--- src/rtl/baud_gen_prog.sv ---
// Programmable baud generator: oversample tick and bit tick from a shadow-loaded divisor.
// Define BAUD_GEN_FRAC_EN to add the fractional phase accumulator (period stretches by one on carry).
module baud_gen_prog #(
    parameter int NB_DIV      = 16,
    parameter int NB_FRAC     = 4,
    parameter int OVERSAMPLE  = 16,
    parameter int DEFAULT_DIV = 163
) (
    input  logic              i_clk,
    input  logic              i_reset,
    input  logic              i_enable,
    input  logic [NB_DIV-1:0] i_div_int,
    input  logic [NB_FRAC-1:0] i_div_frac,
    input  logic              i_div_load,
    output logic              o_tick,
    output logic              o_bit_tick,
    output logic              o_load_pending
);

    localparam int OS_W = $clog2(OVERSAMPLE);
    localparam logic [OS_W-1:0] OS_LAST = OS_W'(OVERSAMPLE - 1);

    typedef enum logic {IDLE = 1'b0, RUN = 1'b1} state_t;

    state_t            state, state_n;
    logic [NB_DIV-1:0] cnt, cnt_n;
    logic [NB_DIV-1:0] div_act, div_act_n;
    logic [NB_DIV-1:0] div_sh, div_sh_n;
    logic [OS_W-1:0]   os_cnt, os_cnt_n;
    logic              pending_n;
    logic              wrap;
    logic              tick_n;
    logic              bit_n;

`ifdef BAUD_GEN_FRAC_EN
    logic [NB_FRAC-1:0] frac_act, frac_act_n;
    logic [NB_FRAC-1:0] frac_sh, frac_sh_n;
    logic [NB_FRAC-1:0] acc, acc_n;
    logic               extra, extra_n;
    logic               carry;
`else
    logic extra, extra_n, unused_frac;
    assign extra       = 1'b0;
    assign extra_n     = 1'b0;
    assign unused_frac = ^i_div_frac;
`endif

    // Terminal count of a period: clamp 0 to 1, then add the fractional stretch.
    // clamp-1 never exceeds 2^NB_DIV-2, so adding one cannot overflow.
    function automatic logic [NB_DIV-1:0] last_count(input logic [NB_DIV-1:0] div,
                                                      input logic ext);
        logic [NB_DIV-1:0] d;
        d = (div == '0) ? NB_DIV'(1) : div;
        return d - NB_DIV'(1) + NB_DIV'(ext);
    endfunction

    always_comb begin
        state_n   = state;
        cnt_n     = cnt;
        os_cnt_n  = os_cnt;
        div_act_n = div_act;
        div_sh_n  = div_sh;
        pending_n = o_load_pending;
`ifdef BAUD_GEN_FRAC_EN
        frac_act_n = frac_act;
        frac_sh_n  = frac_sh;
        acc_n      = acc;
        extra_n    = extra;
        carry      = 1'b0;
`endif
        wrap = (state == RUN) && (cnt == last_count(div_act, extra));

        if (state == IDLE || !i_enable) begin
            // Idle or leaving RUN: counters clear and the newest divisor becomes active.
            state_n   = i_enable ? RUN : IDLE;
            cnt_n     = '0;
            os_cnt_n  = '0;
            pending_n = 1'b0;
`ifdef BAUD_GEN_FRAC_EN
            acc_n   = '0;
            extra_n = 1'b0;
`endif
            if (i_div_load) begin
                div_act_n = i_div_int;
                div_sh_n  = i_div_int;
`ifdef BAUD_GEN_FRAC_EN
                frac_act_n = i_div_frac;
                frac_sh_n  = i_div_frac;
`endif
            end else if (o_load_pending) begin
                div_act_n = div_sh;
`ifdef BAUD_GEN_FRAC_EN
                frac_act_n = frac_sh;
`endif
            end
        end else begin
            if (wrap) begin
                cnt_n    = '0;
                os_cnt_n = (os_cnt == OS_LAST) ? '0 : os_cnt + OS_W'(1);
`ifdef BAUD_GEN_FRAC_EN
                {carry, acc_n} = {1'b0, acc} + {1'b0, frac_act};
                extra_n        = carry;
`endif
                if (o_load_pending) begin
                    div_act_n = div_sh;
                    pending_n = 1'b0;
`ifdef BAUD_GEN_FRAC_EN
                    frac_act_n = frac_sh;
`endif
                end
            end else begin
                cnt_n = cnt + NB_DIV'(1);
            end
            // A load on the wrap cycle lands after the swap above, so it waits one more period.
            if (i_div_load) begin
                div_sh_n  = i_div_int;
                pending_n = 1'b1;
`ifdef BAUD_GEN_FRAC_EN
                frac_sh_n = i_div_frac;
`endif
            end
        end

        tick_n = (state_n == RUN) && (cnt_n == last_count(div_act_n, extra_n));
        bit_n  = tick_n && (os_cnt_n == OS_LAST);
    end

    always_ff @(posedge i_clk) begin
        if (i_reset) begin
            state          <= IDLE;
            cnt            <= '0;
            os_cnt         <= '0;
            div_act        <= NB_DIV'(DEFAULT_DIV);
            div_sh         <= '0;
            o_load_pending <= 1'b0;
            o_tick         <= 1'b0;
            o_bit_tick     <= 1'b0;
`ifdef BAUD_GEN_FRAC_EN
            frac_act <= '0;
            frac_sh  <= '0;
            acc      <= '0;
            extra    <= 1'b0;
`endif
        end else begin
            state          <= state_n;
            cnt            <= cnt_n;
            os_cnt         <= os_cnt_n;
            div_act        <= div_act_n;
            div_sh         <= div_sh_n;
            o_load_pending <= pending_n;
            o_tick         <= tick_n;
            o_bit_tick     <= bit_n;
`ifdef BAUD_GEN_FRAC_EN
            frac_act <= frac_act_n;
            frac_sh  <= frac_sh_n;
            acc      <= acc_n;
            extra    <= extra_n;
`endif
        end
    end

endmodule
--- config.mk ---
export PLATFORM = sky130hd
export DESIGN_NAME = baud_gen_prog
export DESIGN_NICKNAME = d
export VERILOG_FILES = /design/src/rtl/baud_gen_prog.sv
export SDC_FILE = /design/constraint.sdc
export NUM_CORES = 1
export LEC_CHECK = 0
export CELL_PAD_IN_SITES_DETAIL_PLACEMENT = 1
export CELL_PAD_IN_SITES_GLOBAL_PLACEMENT = 1
export CORE_MARGIN = 4
export CORE_UTILIZATION = 40
export CTS_CLUSTER_SIZE = 24
export DETAILED_ROUTE_END_ITERATION = 12
export DONT_BUFFER_PORTS = 1
export HOLD_SLACK_MARGIN = 0.12
export PLACE_DENSITY_LB_ADDON = 0.1
export SYNTH_ARGS = -nofsm -noshare
export SYNTH_HDL_FRONTEND = slang
export SYNTH_SLANG_ARGS = --single-unit
--- constraint.sdc ---
create_clock -name i_clk -period 6.1 [get_ports i_clk]
set_input_delay 1.22 -clock i_clk [delete_from_list [all_inputs] [get_ports i_clk]]
set_output_delay 1.22 -clock i_clk [all_outputs]
set_load 0.05 [all_outputs]
==> Yosys cells after proc, flatten, opt, wreduce, memory -nomap -nowiden <==
Cells that the tools add are included.
{ "classes": {"shift": 0, "bitwise": 1, "mul": 0, "mux": 15, "magnitude_cmp": 0, "n_div": 0, "n_eq_ne": 4, "reduce_logical": 9, "n_addsub": 4} }
{ "op_table": {"columns": ["op", "n"], "rows": [
  ["$mux 16", 8],
  ["$eq 16x16->1", 2],
  ["$logic_not 16->1", 2],
  ["$sub 16x1->16 const B", 2],
  ["$add 16x1->16 const B", 1],
  ["$mux 4", 3],
  ["$eq 4x4->1 const B", 2],
  ["$add 4x1->4 const B", 1],
  ["$mux 1", 4],
  ["$logic_and 1x1->1", 3],
  ["$reduce_bool 2->1", 1],
  ["$reduce_or 2->1", 1],
  ["$logic_not 1->1", 1],
  ["$logic_or 1x1->1", 1],
  ["$not 1->1", 1]
]} }
{ "totals": {"register_bits": 56, "latch_bits": 0, "mem_bits_ro": 0, "ramBits": 0, "out_inout_bits": 3, "memories": 0, "input_bits": 24, "wordCells": 41} }

==> Logic depth before layout (Yosys ltp) <==
Gate-level depths: netlist of run 1.
{ "logic_depth": {"word_depth": 13, "mapped_depth": 26, "mapped_depth_nobuf": 22} }

==> Worst setup path before layout of run 1 <==
No wires, ideal clock.
{ "synth_timing": {"kind": "reg2reg", "startpoint": "register div_act[2]", "endpoint": "register o_bit_tick", "setup_slack_ns": 0.162, "path_stages_with_launch": 24, "required_ns": 6.012, "arrival_ns": 5.850, "path_cell_list": "dfxtp_1 > clkbuf_1 > nor4_1 > a41oi_1 > ha_1 > or4b_2 > nor4_1 > xnor2_1 > nand4_1 > nor4_4 > mux2_4 > nor4_4 > nand3_2 > or2_4 > and2_1 > ha_1 > or3_1 > o2bb2ai_1 > a22o_1 > and3_1 > nand4_1 > a2111oi_4 > nand4_2 > nor4_2"} }
{ "synth_between": {"elab_chain_len": 13} }
{ "synth_lines": {"columns": ["element", "line", "rtl"], "rows": [
  ["from (decl)", "27", "logic [NB_DIV-1:0] div_act, div_act_n;"],
  ["from (signal assigned)", "133", "div_act <= NB_DIV'(DEFAULT_DIV);"],
  ["from (signal assigned)", "148", "div_act <= div_act_n;"],
  ["$logic_not 16->1", "53", "d = (div == '0) ? NB_DIV'(1) : div;"],
  ["$mux 16", "53", null],
  ["$sub 16x1->16", "54", "return d - NB_DIV'(1) + NB_DIV'(ext);"],
  ["$eq 16x16->1", "71", "wrap = (state == RUN) && (cnt == last_count(div_act, extra));"],
  ["$logic_and 1x1->1", "71", null],
  ["$mux 16", "97", "if (wrap) begin"],
  ["$mux 16", "73", "if (state == IDLE || !i_enable) begin"],
  ["$logic_not 16->1", "53", null],
  ["$mux 16", "53", null],
  ["$sub 16x1->16", "54", null],
  ["$eq 16x16->1", "124", "tick_n = (state_n == RUN) && (cnt_n == last_count(div_act_n, extra_n));"],
  ["$logic_and 1x1->1", "124", null],
  ["$logic_and 1x1->1 (*)", "125", "bit_n = tick_n && (os_cnt_n == OS_LAST);"],
  ["to (signal assigned)", "152", "o_bit_tick <= bit_n;"],
  ["to (decl)", "16", "output logic o_bit_tick,"]
]} }
Every way passes the cells marked *; elsewhere a longest branch is shown, timed or not.
A chain may end at the register's enable or synchronous reset.

==> Worst setup path in the final report of run 1 <==
{ "layout_timing": {"startpoint": "register div_act[3]", "endpoint": "register o_bit_tick"} }
The elaborated chain is that of the path after synthesis.

==> flow_metrics.tcl, run 1 <==
set metrics [dict create \
    status "complete, no violations" \
    post-route-min-period_ns 5.84 \
    num_antenna_cells 0 \
    drc 0 \
    powerDensity_nw_per_um2 187 \
    synthAdderAreaFrac 0.0106 \
    drive_gt1_frac 0.174 \
    final_hold_viol_count 0 \
    fin_hold_ws_ns 0.478 \
    crit_arrival_ns 6.05 \
    start_kind "flop" \
    muxShareOfSynthArea 0.109 \
    antenna_found_initial 0 \
    slew_viol_final 0 \
    synth.distinct_cells 82 \
    ir_worst_vdd_mv 0.131 \
    syn-mean-instance-area_um2 7.70 \
    drt_pre_antenna_iters 4 \
    drt.antenna.violating_nets 0 \
    place.gp.congestion 0.917 \
    yosysWarnings 0 \
    ys_ff_latch 56 \
    clk_pin_slew_ns 0.07 \
    holdPathEnd "div_sh[9]$_SDFFE_PP0P_" \
    worstSetupPathType "flop to flop" \
    cts-root-buf "clkbuf_16" \
    r2r_end "o_bit_tick$_SDFF_PP0_" \
    synth_compound_gate_area_share 0.194 \
    holdCritStartpoint "div_sh[9]$_SDFFE_PP0P_" \
    cp.required_ns 6.32 \
    vias_per_cell 6.03 \
    synthCells 612 \
    syn-num-nets 640 \
    min_path_type "flop to flop" \
    power.leakage_nw 1.89 \
    maxSlewHeadroom 0.538 \
    synth-simple-area-share 0.306 \
    r2r_start "div_act[3]$_SDFF_PP0_" \
    rsz0062_at_grt "no" \
    ios 27 \
    grt_usage 0.253 \
    hold_depth 2 \
    grt_max_degree 42 \
    core_um2 11500 \
    finalClockSkew_ns 0.00872 \
    crit_path_max_fanout 15 \
    cts_num_sinks 56 \
    maxCapViolations 0 \
    port_buffers 0 \
    setup_violations 0 \
    crit_path_end_kind "flop" \
    clock_latency_ns 0.31 \
    synth_top_family_by_area "simple AND/OR/NAND/NOR gates" \
    nNetsFinal 659 \
    area_growth_pct 14.0 \
    synth_xor_area_frac 0.0892 \
    fmax_mhz 171 \
    cts_tree "built" \
    syn_area_um2 4710 \
    die_area_um2 13600 \
    start_util 0.411 \
    num_rows 39 \
    synth-edff-count 0 \
    ff2ff_path_depth 22 \
    die_x_um 117 \
    post-dp-hpwl_um 12900 \
    vias 4670 \
    drt_iter0_drc 183 \
    grt.overflow.total 0 \
    synth-async-reset-ratio 0 \
    synth_flop_cell "dfxtp_1" \
    fin_crit_sh 0.957 \
    die_h_um 117 \
    cts_buffer_depth 2 \
    routedWlPerCell_um 21.5 \
    ff2ff_setup_slack_ns 0.26 \
    synth-seq-area-share 0.238 \
    routed_wl_um 16700 \
    grt_pass1_wl_um 26500 \
    worst_slew_pin_slew_ns 0.692 \
    numCtsBuffers 5 \
    htreeDepth 2 \
    grt_pass1_vias 4929 \
    fin_util 0.469 \
]
[report_power, final]
group          internal, mW  total [mW]  switching (mW)
sequential            0.380       0.393          0.0123
combinational         0.120       0.274           0.154
clock                 0.193       0.337           0.144
[worst max-delay path, stage by stage (launching register included)]
cell	delay, ns
dfxtp_2	0.34
buf_4	0.18
or4_4	0.56
or4_4	0.49
or4b_4	0.56
o211ai_2	0.10
nor4_4	0.06
buf_4	0.17
buf_8	0.15
a41o_1	0.28
a31oi_4	0.15
or3b_4	0.40
or2_4	0.24
and2_1	0.16
ha_1	0.30
or3_1	0.34
o2bb2ai_1	0.14
a22o_1	0.15
and3_1	0.15
nand4_1	0.14
a2111oi_4	0.24
nand4_2	0.16
nor4_2	0.27
[layout make-up]
| cell class | instances | area (µm²) |
|---|---|---|
| multi-input combinational | 498 | 3430 |
| clock inverter | 3 | 42.5 |
| clock buffer | 5 | 125 |
| tap | 143 | 179 |
| timing repair buffer | 54 | 417 |
| fill | 1411 | 6090 |
| inverter | 16 | 60.1 |
| sequential | 56 | 1120 |
[cell usage in the layout, fill, tap and decap left out, types with 13 or more instances in the layout]
master / instances
a21oi_1: 23
buf_4: 52
dfxtp_1: 54
inv_1: 16
mux2i_1: 37
nand2_1: 36
nand2b_1: 16
nand3_1: 19
nor2_1: 90
nor2b_1: 13
nor3_1: 18
o21ai_0: 20
xnor2_1: 32
xor2_1: 16
[kinds of logic (layout without fill, tap and decap cells)]
kind of cell | Yosys count | in the layout
buffers and inverters | 58 | 78
adders and majority gates | 4 | 4
and+or+nand+nor | 271 | 271
xor gates and xnor gates | 48 | 48
muxes | 49 | 49
AOI/OAI and AO/OA | 126 | 126
DFF | 56 | 56
[synthesized netlist by cell type (all sizes together), types with 4 or more instances]
cell     n  area (µm²)
ha       4        50.1
nor4    18         149
a31oi   13        96.3
nor2b   13        81.3
a22o     4        35.0
nand2b  16         100
dfxtp   56        1120
nand3   20         105
mux2i   38         384
or2      4        27.5
nor3    18        90.1
clkbuf  29         109
o21ai   22         114
nand4   11        75.1
or4      5        41.3
xnor2   32         280
a21boi   6        45.0
a21oi   23         115
and3     7        43.8
mux2    11         128
o211ai   6        50.1
or3      7        43.8
nand2   36         135
nor2    90         338
o21bai   4        30.0
xor2    16         140
inv     16        60.1
and2     8        50.1
a22oi    8        60.1
buf     13        80.1
[flip-flops by register name (all words and copies together), names as in the netlist]
name            count
o_bit_tick          1
cnt                16
o_load_pending      1
o_tick              1
os_cnt              4
state               1
div_act            16
div_sh             16
[how the worst max path moves through the flow]
stage / startpoint / endpoint / slack, ns / cells past startpoint
2_1_floorplan: div_act[2]$_SDFF_PP0_ / o_bit_tick$_SDFF_PP0_ / 0.16 / 23
6_report: div_act[3]$_SDFF_PP0_ / o_bit_tick$_SDFF_PP0_ / 0.26 / 22
5_1_grt: div_act[6]$_SDFF_PP0_ / o_bit_tick$_SDFF_PP0_ / 0.02 / 26
3_5_place_dp: div_act[3]$_SDFF_PP0_ / o_bit_tick$_SDFF_PP0_ / -0.15 / 25
3_3_place_gp: div_act[3]$_SDFF_PP0_ / o_bit_tick$_SDFF_PP0_ / 0.001 / 25
4_1_cts: div_act[3]$_SDFF_PP0_ / o_bit_tick$_SDFF_PP0_ / 0.03 / 25
[repair_timing]
action | in CTS | in global routing
gates resized for setup | 7 | 12
pin swaps | 2 | 7
setup buffers | 2 | 3
hold buffers | 0 | 0
endpoints found under the setup margin | 2 | 2
[metrics by stage]
stage          cell area (µm²)  setup TNS [ns]  setup slack, ns  total power, mW  std cells
3_3_place_gp              5070               0          0.00125            0.652        762
4_1_cts                   5290               0           0.0298             1.00        772
5_1_grt                   5370               0           0.0154             1.06        775
3_5_place_dp              5070          -0.201           -0.146            0.661        762
2_1_floorplan             4710               0            0.162            0.577        612
6_report                  5370               0            0.262             1.00        775
[routing by layer]
metal | share of wire | vias up | global-route usage
met5 | 0 | - | 0
met4 | 0.033 | 0 | 0.107
met3 | 0.055 | 36 | 0.0363
met2 | 0.48 | 112 | 0.427
met1 | 0.43 | 2273 | 0.324
li1 | - | 2249 | -
No activity file was read; power rests on OpenSTA's default activity.
==> inputs of run 2 (changes only) <==
- CORE_UTILIZATION: 40 -> 44
- PLACE_DENSITY: not set -> 0.79
- PLACE_DENSITY_LB_ADDON: 0.1 -> not set
==> run 2 against run 1 <==
Net effect: sequential cell count unchanged; hold slack improved by 0.021 ns; register-to-register slack about the same; first-iteration DRC count increased by 72%; wire length rose by 0.88%; cell count is 0.65% lower; clock power fell by 24%; global-route usage up 1.2 points; largest power group unchanged.
==> flow_metrics.tcl, run 2 (synthesis gave the netlist of run 1 again) <==
set metrics [dict create \
    place_inst 755 \
    grt_pass1_wl_um 26700 \
    wl_met3_um 984 \
    nNetsFinal 661 \
    fin_hold_ws_ns 0.499 \
    post-dp-hpwl_um 12600 \
    ir_worst_vdd_mv 0.119 \
    drt_iter0_drc 314 \
    finalClockSkew_ns 0.0121 \
    grt_pass1_vias 5016 \
    wl_met1_um 6950 \
    die_area_um2 12400 \
    grt.overflow.total 0 \
    crit_path_end_kind "flop" \
    cts-root-buf "clkbuf_8" \
    die_h_um 111 \
    nFillCells 1302 \
    core_um2 10400 \
    grt_max_degree 42 \
    routedWlPerCell_um 21.8 \
    power.leakage_nw 1.88 \
    min_path_type "flop to flop" \
    biggestRegsByFlops "cnt x16, div_act x16, div_sh x16" \
    wl_met2_um 8140 \
    num_antenna_cells 0 \
    vias 4805 \
    post-route-min-period_ns 5.83 \
    fin_crit_sh 0.956 \
    start_kind "flop" \
    die_x_um 111 \
    cp.required_ns 6.34 \
    crit_path_max_fanout 35 \
    drt.antenna.violating_nets 0 \
    clk_pin_slew_ns 0.11 \
    cts_buffer_depth 2 \
    layout_commonest_cell "nor2_1" \
    start_util 0.454 \
    powerDensity_nw_per_um2 172 \
    status "complete, no violations" \
    slew_viol_final 0 \
    worstSetupPathType "flop to flop" \
    grt_usage 0.266 \
    port_buffers 0 \
    ios 27 \
    clock_latency_ns 0.33 \
    area_growth_pct 13.5 \
    fmax_mhz 172 \
    final_hold_viol_count 0 \
    worst_slew_pin_slew_ns 0.718 \
    multi_input_area_um2 3430 \
    htreeDepth 2 \
    setup_violations 0 \
    seqCellArea_um2 1120 \
    numCtsBuffers 5 \
    drc 0 \
    maxCapViolations 0 \
    top_layer_used "met4" \
    rsz0062_at_grt "no" \
    cts_num_sinks 56 \
    num_rows 37 \
    maxSlewHeadroom 0.521 \
    drt_pre_antenna_iters 5 \
    antenna_found_initial 0 \
    mostFrequentLayoutCells "nor2_1, dfxtp_1, buf_4" \
    p_total_mw 0.922 \
    routed_wl_um 16800 \
    layout.cells.non_filler 770 \
    drive_gt1_frac 0.178 \
    vias_per_cell 6.24 \
    crit_arrival_ns 6.07 \
    cts_tree "built" \
    place.gp.congestion 0.950 \
]
## run 2: power breakdown
part           switching [mW]  internal [mW]
registers              0.0120          0.380
logic                   0.157          0.118
clock network           0.133          0.122
total                   0.302          0.620
## run 2: through the flow
| step | setup TNS (ns) | util | worst slack (ns) | area (µm²) |
|---|---|---|---|---|
| floorplan | 0 | - | 0.162 | 4710 |
| global placement | -0.0168 | 0.488 | -0.0168 | 5060 |
| detailed placement | -0.346 | 0.488 | -0.225 | 5060 |
| CTS | 0 | 0.506 | 0.0110 | 5250 |
| global route | 0 | 0.516 | 0.0145 | 5350 |
| finish | 0 | 0.516 | 0.270 | 5350 |
## run 2: path summary, 6_finish.rpt
path,start,end,slack [ns],cells past startpoint
min,div_sh[13]$_SDFFE_PP0P_,div_sh[13]$_SDFFE_PP0P_,0.50,2
max,div_act[3]$_SDFF_PP0_,o_bit_tick$_SDFF_PP0_,0.27,23
min reg2reg,div_sh[13]$_SDFFE_PP0P_,div_sh[13]$_SDFFE_PP0P_,0.50,2
max reg2reg,div_act[3]$_SDFF_PP0_,o_bit_tick$_SDFF_PP0_,0.27,23
## run 2: what timing repair did
action / CTS / global route
endpoints found under the setup margin: 2 / 2
buffers inserted: 3 / 4
resized for setup: 9 / 13
endpoints found under the hold margin: 0 / 0
hold buffers: 0 / 0
pin swaps: 2 / 7
## run 2: layout make-up
cell class / count / share of cell area
Clock buffer: 5 / 0.0129
Multi-Input combinational cell: 498 / 0.641
Inverter: 16 / 0.0112
Timing Repair Buffer: 56 / 0.0854
Tap cell: 136 / 0.0318
Sequential cell: 56 / 0.210
Clock inverter: 3 / 0.00796
## run 2: routing by layer
layer | global-route usage | vias up
met5 | 0 | -
met4 | 0.119 | 0
met3 | 0.0505 | 56
met2 | 0.454 | 139
met1 | 0.325 | 2363
li1 | - | 2247
## run 2: worst max-delay path, cell delays in order (launching register included)
cell and delay (ns):
dfxtp_1 0.34, buf_4 0.18, or4_4 0.56, or4_4 0.50, or4b_4 0.56, o211ai_2 0.10, nor4_4 0.07, buf_6 0.14
buf_8 0.15, buf_12 0.17, a211oi_2 0.22, a21oi_1 0.07, or3b_4 0.41, or2_4 0.23, and2_1 0.16, ha_1 0.33
or3_1 0.36, o2bb2ai_1 0.14, a22o_1 0.13, and3_1 0.16, nand4_1 0.13, a2111oi_4 0.26, nand4_2 0.18, nor4_2 0.16
==> inputs of run 3 (changes only) <==
- GPL_ROUTABILITY_DRIVEN: not set -> 0
==> run 3 against run 2 <==
Net effect: sequential share of layout area grew 0.15 points; global-route usage grew 0.24 points; register-to-register slack lost 0.07 ns; combinational power is essentially flat; worst setup slack lost 0.072 ns; via count grew 0.92%; critical path type unchanged; non-clock buffer count shrank 7; largest cell class unchanged; cell count shrank 0.91%; wire length grew 0.39%; critical endpoint unchanged; clock power grew 32%; critical path depth is the same; sequential cell count is the same.
==> flow_metrics.tcl, run 3 (synthesis gave the netlist of run 1 again) <==
set metrics [dict create \
    status "complete, no violations" \
    grt_pass1_vias 5038 \
    drt_pre_antenna_iters 5 \
    worst_slew_pin_slew_ns 0.810 \
    mostFrequentLayoutCells "nor2_1, dfxtp_1, buf_4" \
    crit_path_end_kind "flop" \
    clk_pin_slew_ns 0.10 \
    grt_pass1_wl_um 26900 \
    final_hold_viol_count 0 \
    start_util 0.454 \
    fin_ws_ns 0.198 \
    routed_wl_um 16900 \
    nNetsFinal 654 \
    ff2ff_path_depth 23 \
    fin_hold_ws_ns 0.476 \
    cts_buffer_depth 2 \
    finalClockSkew_ns 0.00589 \
    place_ws_ns -0.333 \
    die_area_um2 12400 \
    crit_arrival_ns 6.14 \
    grt_usage 0.268 \
    biggestRegsByFlops "cnt x16, div_act x16, div_sh x16" \
    num_rows 37 \
    vias 4849 \
    drt_iter0_drc 357 \
    seqCellArea_um2 1130 \
    die_h_um 111 \
    cts_num_sinks 56 \
    grt_max_degree 42 \
    num_antenna_cells 0 \
    nFillCells 1275 \
    cp.required_ns 6.34 \
    antenna_found_initial 0 \
    post-dp-hpwl_um 12500 \
    maxSlewHeadroom 0.459 \
    rsz0062_at_grt "no" \
    holdCritStartpoint "div_sh[9]$_SDFFE_PP0P_" \
    ff2ff_setup_slack_ns 0.20 \
    fmax_mhz 169 \
    layout_commonest_cell "nor2_1" \
    drt.antenna.violating_nets 0 \
    die_x_um 111 \
    ctsHoldBuffers 0 \
    cts_tree "built" \
    area_growth_pct 13.1 \
    ir_worst_vdd_mv 0.117 \
    holdPathEnd "div_sh[9]$_SDFFE_PP0P_" \
    worstSetupPathType "flop to flop" \
    min_path_type "flop to flop" \
    vias_per_cell 6.36 \
    start_kind "flop" \
    core_um2 10400 \
    r2r_end "o_bit_tick$_SDFF_PP0_" \
    drc 0 \
    crit_path_max_fanout 9 \
    maxCapViolations 0 \
    setup_violations 0 \
    drive_gt1_frac 0.172 \
    ios 27 \
    fin_crit_sh 0.968 \
    routedWlPerCell_um 22.1 \
    port_buffers 0 \
    powerDensity_nw_per_um2 188 \
    clock_latency_ns 0.33 \
    grt.overflow.total 0 \
    post-route-min-period_ns 5.90 \
    power.leakage_nw 1.87 \
    htreeDepth 2 \
    multi_input_area_um2 3440 \
    r2r_start "div_act[3]$_SDFF_PP0_" \
    cts-root-buf "clkbuf_8" \
    slew_viol_final 0 \
    hold_depth 2 \
    numCtsBuffers 5 \
]
[run 3: cell count changes in the layout (fill, tap and decap cells not counted), moves of 2 or more]
cell,change
dfxtp_2,+4
bufinv_16,+2
buf_4,-5
buf_12,-2
dfxtp_1,-4
[run 3: cell type report]
type,count,share of cell area
inverters,16,0.0113
repair buffers,49,0.0711
clock buffers,5,0.0129
flip-flops and latches,56,0.211
clock inverters,3,0.0169
well taps,136,0.0319
multi-input cells,498,0.645
[run 3: stage by stage]
step	total power, mW	utilization	setup TNS (ns)	instances	area, µm²
2_1_floorplan	0.577	-	0	612	4710
3_3_place_gp	0.646	0.486	-0.0200	752	5040
3_5_place_dp	0.658	0.486	-0.563	752	5040
4_1_cts	0.998	0.507	0	763	5250
5_1_grt	1.04	0.514	0	763	5330
6_report	1.00	0.514	0	763	5330
[run 3: repair_timing]
item / CTS / global route
resized for setup: 7 / 16
endpoints found under the hold margin: 0 / 0
setup endpoints to repair: 2 / 2
setup buffers: 3 / 0
pin swaps: 2 / 7
[run 3: how the worst max path moves through the flow]
| stage | startpoint | end | slack [ns] | depth (start not counted) |
|---|---|---|---|---|
| after CTS | div_act[10]$_SDFF_PP0_ | o_bit_tick$_SDFF_PP0_ | 0.005 | 26 |
| after detailed placement | div_act[3]$_SDFF_PP0_ | o_bit_tick$_SDFF_PP0_ | -0.33 | 25 |
| final | div_act[3]$_SDFF_PP0_ | o_bit_tick$_SDFF_PP0_ | 0.20 | 23 |
| after floorplan | div_act[2]$_SDFF_PP0_ | o_bit_tick$_SDFF_PP0_ | 0.16 | 23 |
| after global routing | div_act[3]$_SDFF_PP0_ | o_bit_tick$_SDFF_PP0_ | 0.009 | 23 |
| after global placement | div_act[3]$_SDFF_PP0_ | o_bit_tick$_SDFF_PP0_ | -0.02 | 24 |
[run 3: worst max-delay path, stage by stage (launching register included)]
cell and delay (ns):
dfxtp_2 0.35, buf_4 0.18, or4_4 0.56, or4_4 0.49
or4b_4 0.55, o211ai_2 0.10, nor4_4 0.06, buf_4 0.17
buf_4 0.14, buf_4 0.13, a41o_1 0.26, a31oi_4 0.17
or3b_4 0.40, or2_4 0.24, and2_1 0.16, ha_1 0.31
or3_1 0.36, o2bb2ai_1 0.13, a22o_1 0.12, and3_1 0.17
nand4_1 0.14, a2111oi_4 0.28, nand4_2 0.18, nor4_2 0.17
[run 3: metal layers]
| metal | wire, µm | vias to the layer above | part of all wire | track usage |
|---|---|---|---|---|
| met4 | 641 | 0 | 0.038 | 0.120 |
| met2 | 8280 | 184 | 0.49 | 0.461 |
| li1 | - | 2237 | - | - |
| met1 | 7010 | 2369 | 0.42 | 0.331 |
| met3 | 936 | 59 | 0.055 | 0.0402 |
| met5 | 0 | - | 0 | 0 |
[run 3: power by group]
group / total (mW) / internal, mW / switching (mW) / leakage [nW]
Combinational: 0.275 / 0.118 / 0.157 / 1.33
Sequential: 0.393 / 0.381 / 0.0127 / 0.459
Clock: 0.336 / 0.205 / 0.131 / 0.0784
Total: 1.00 / 0.704 / 0.301 / 1.87
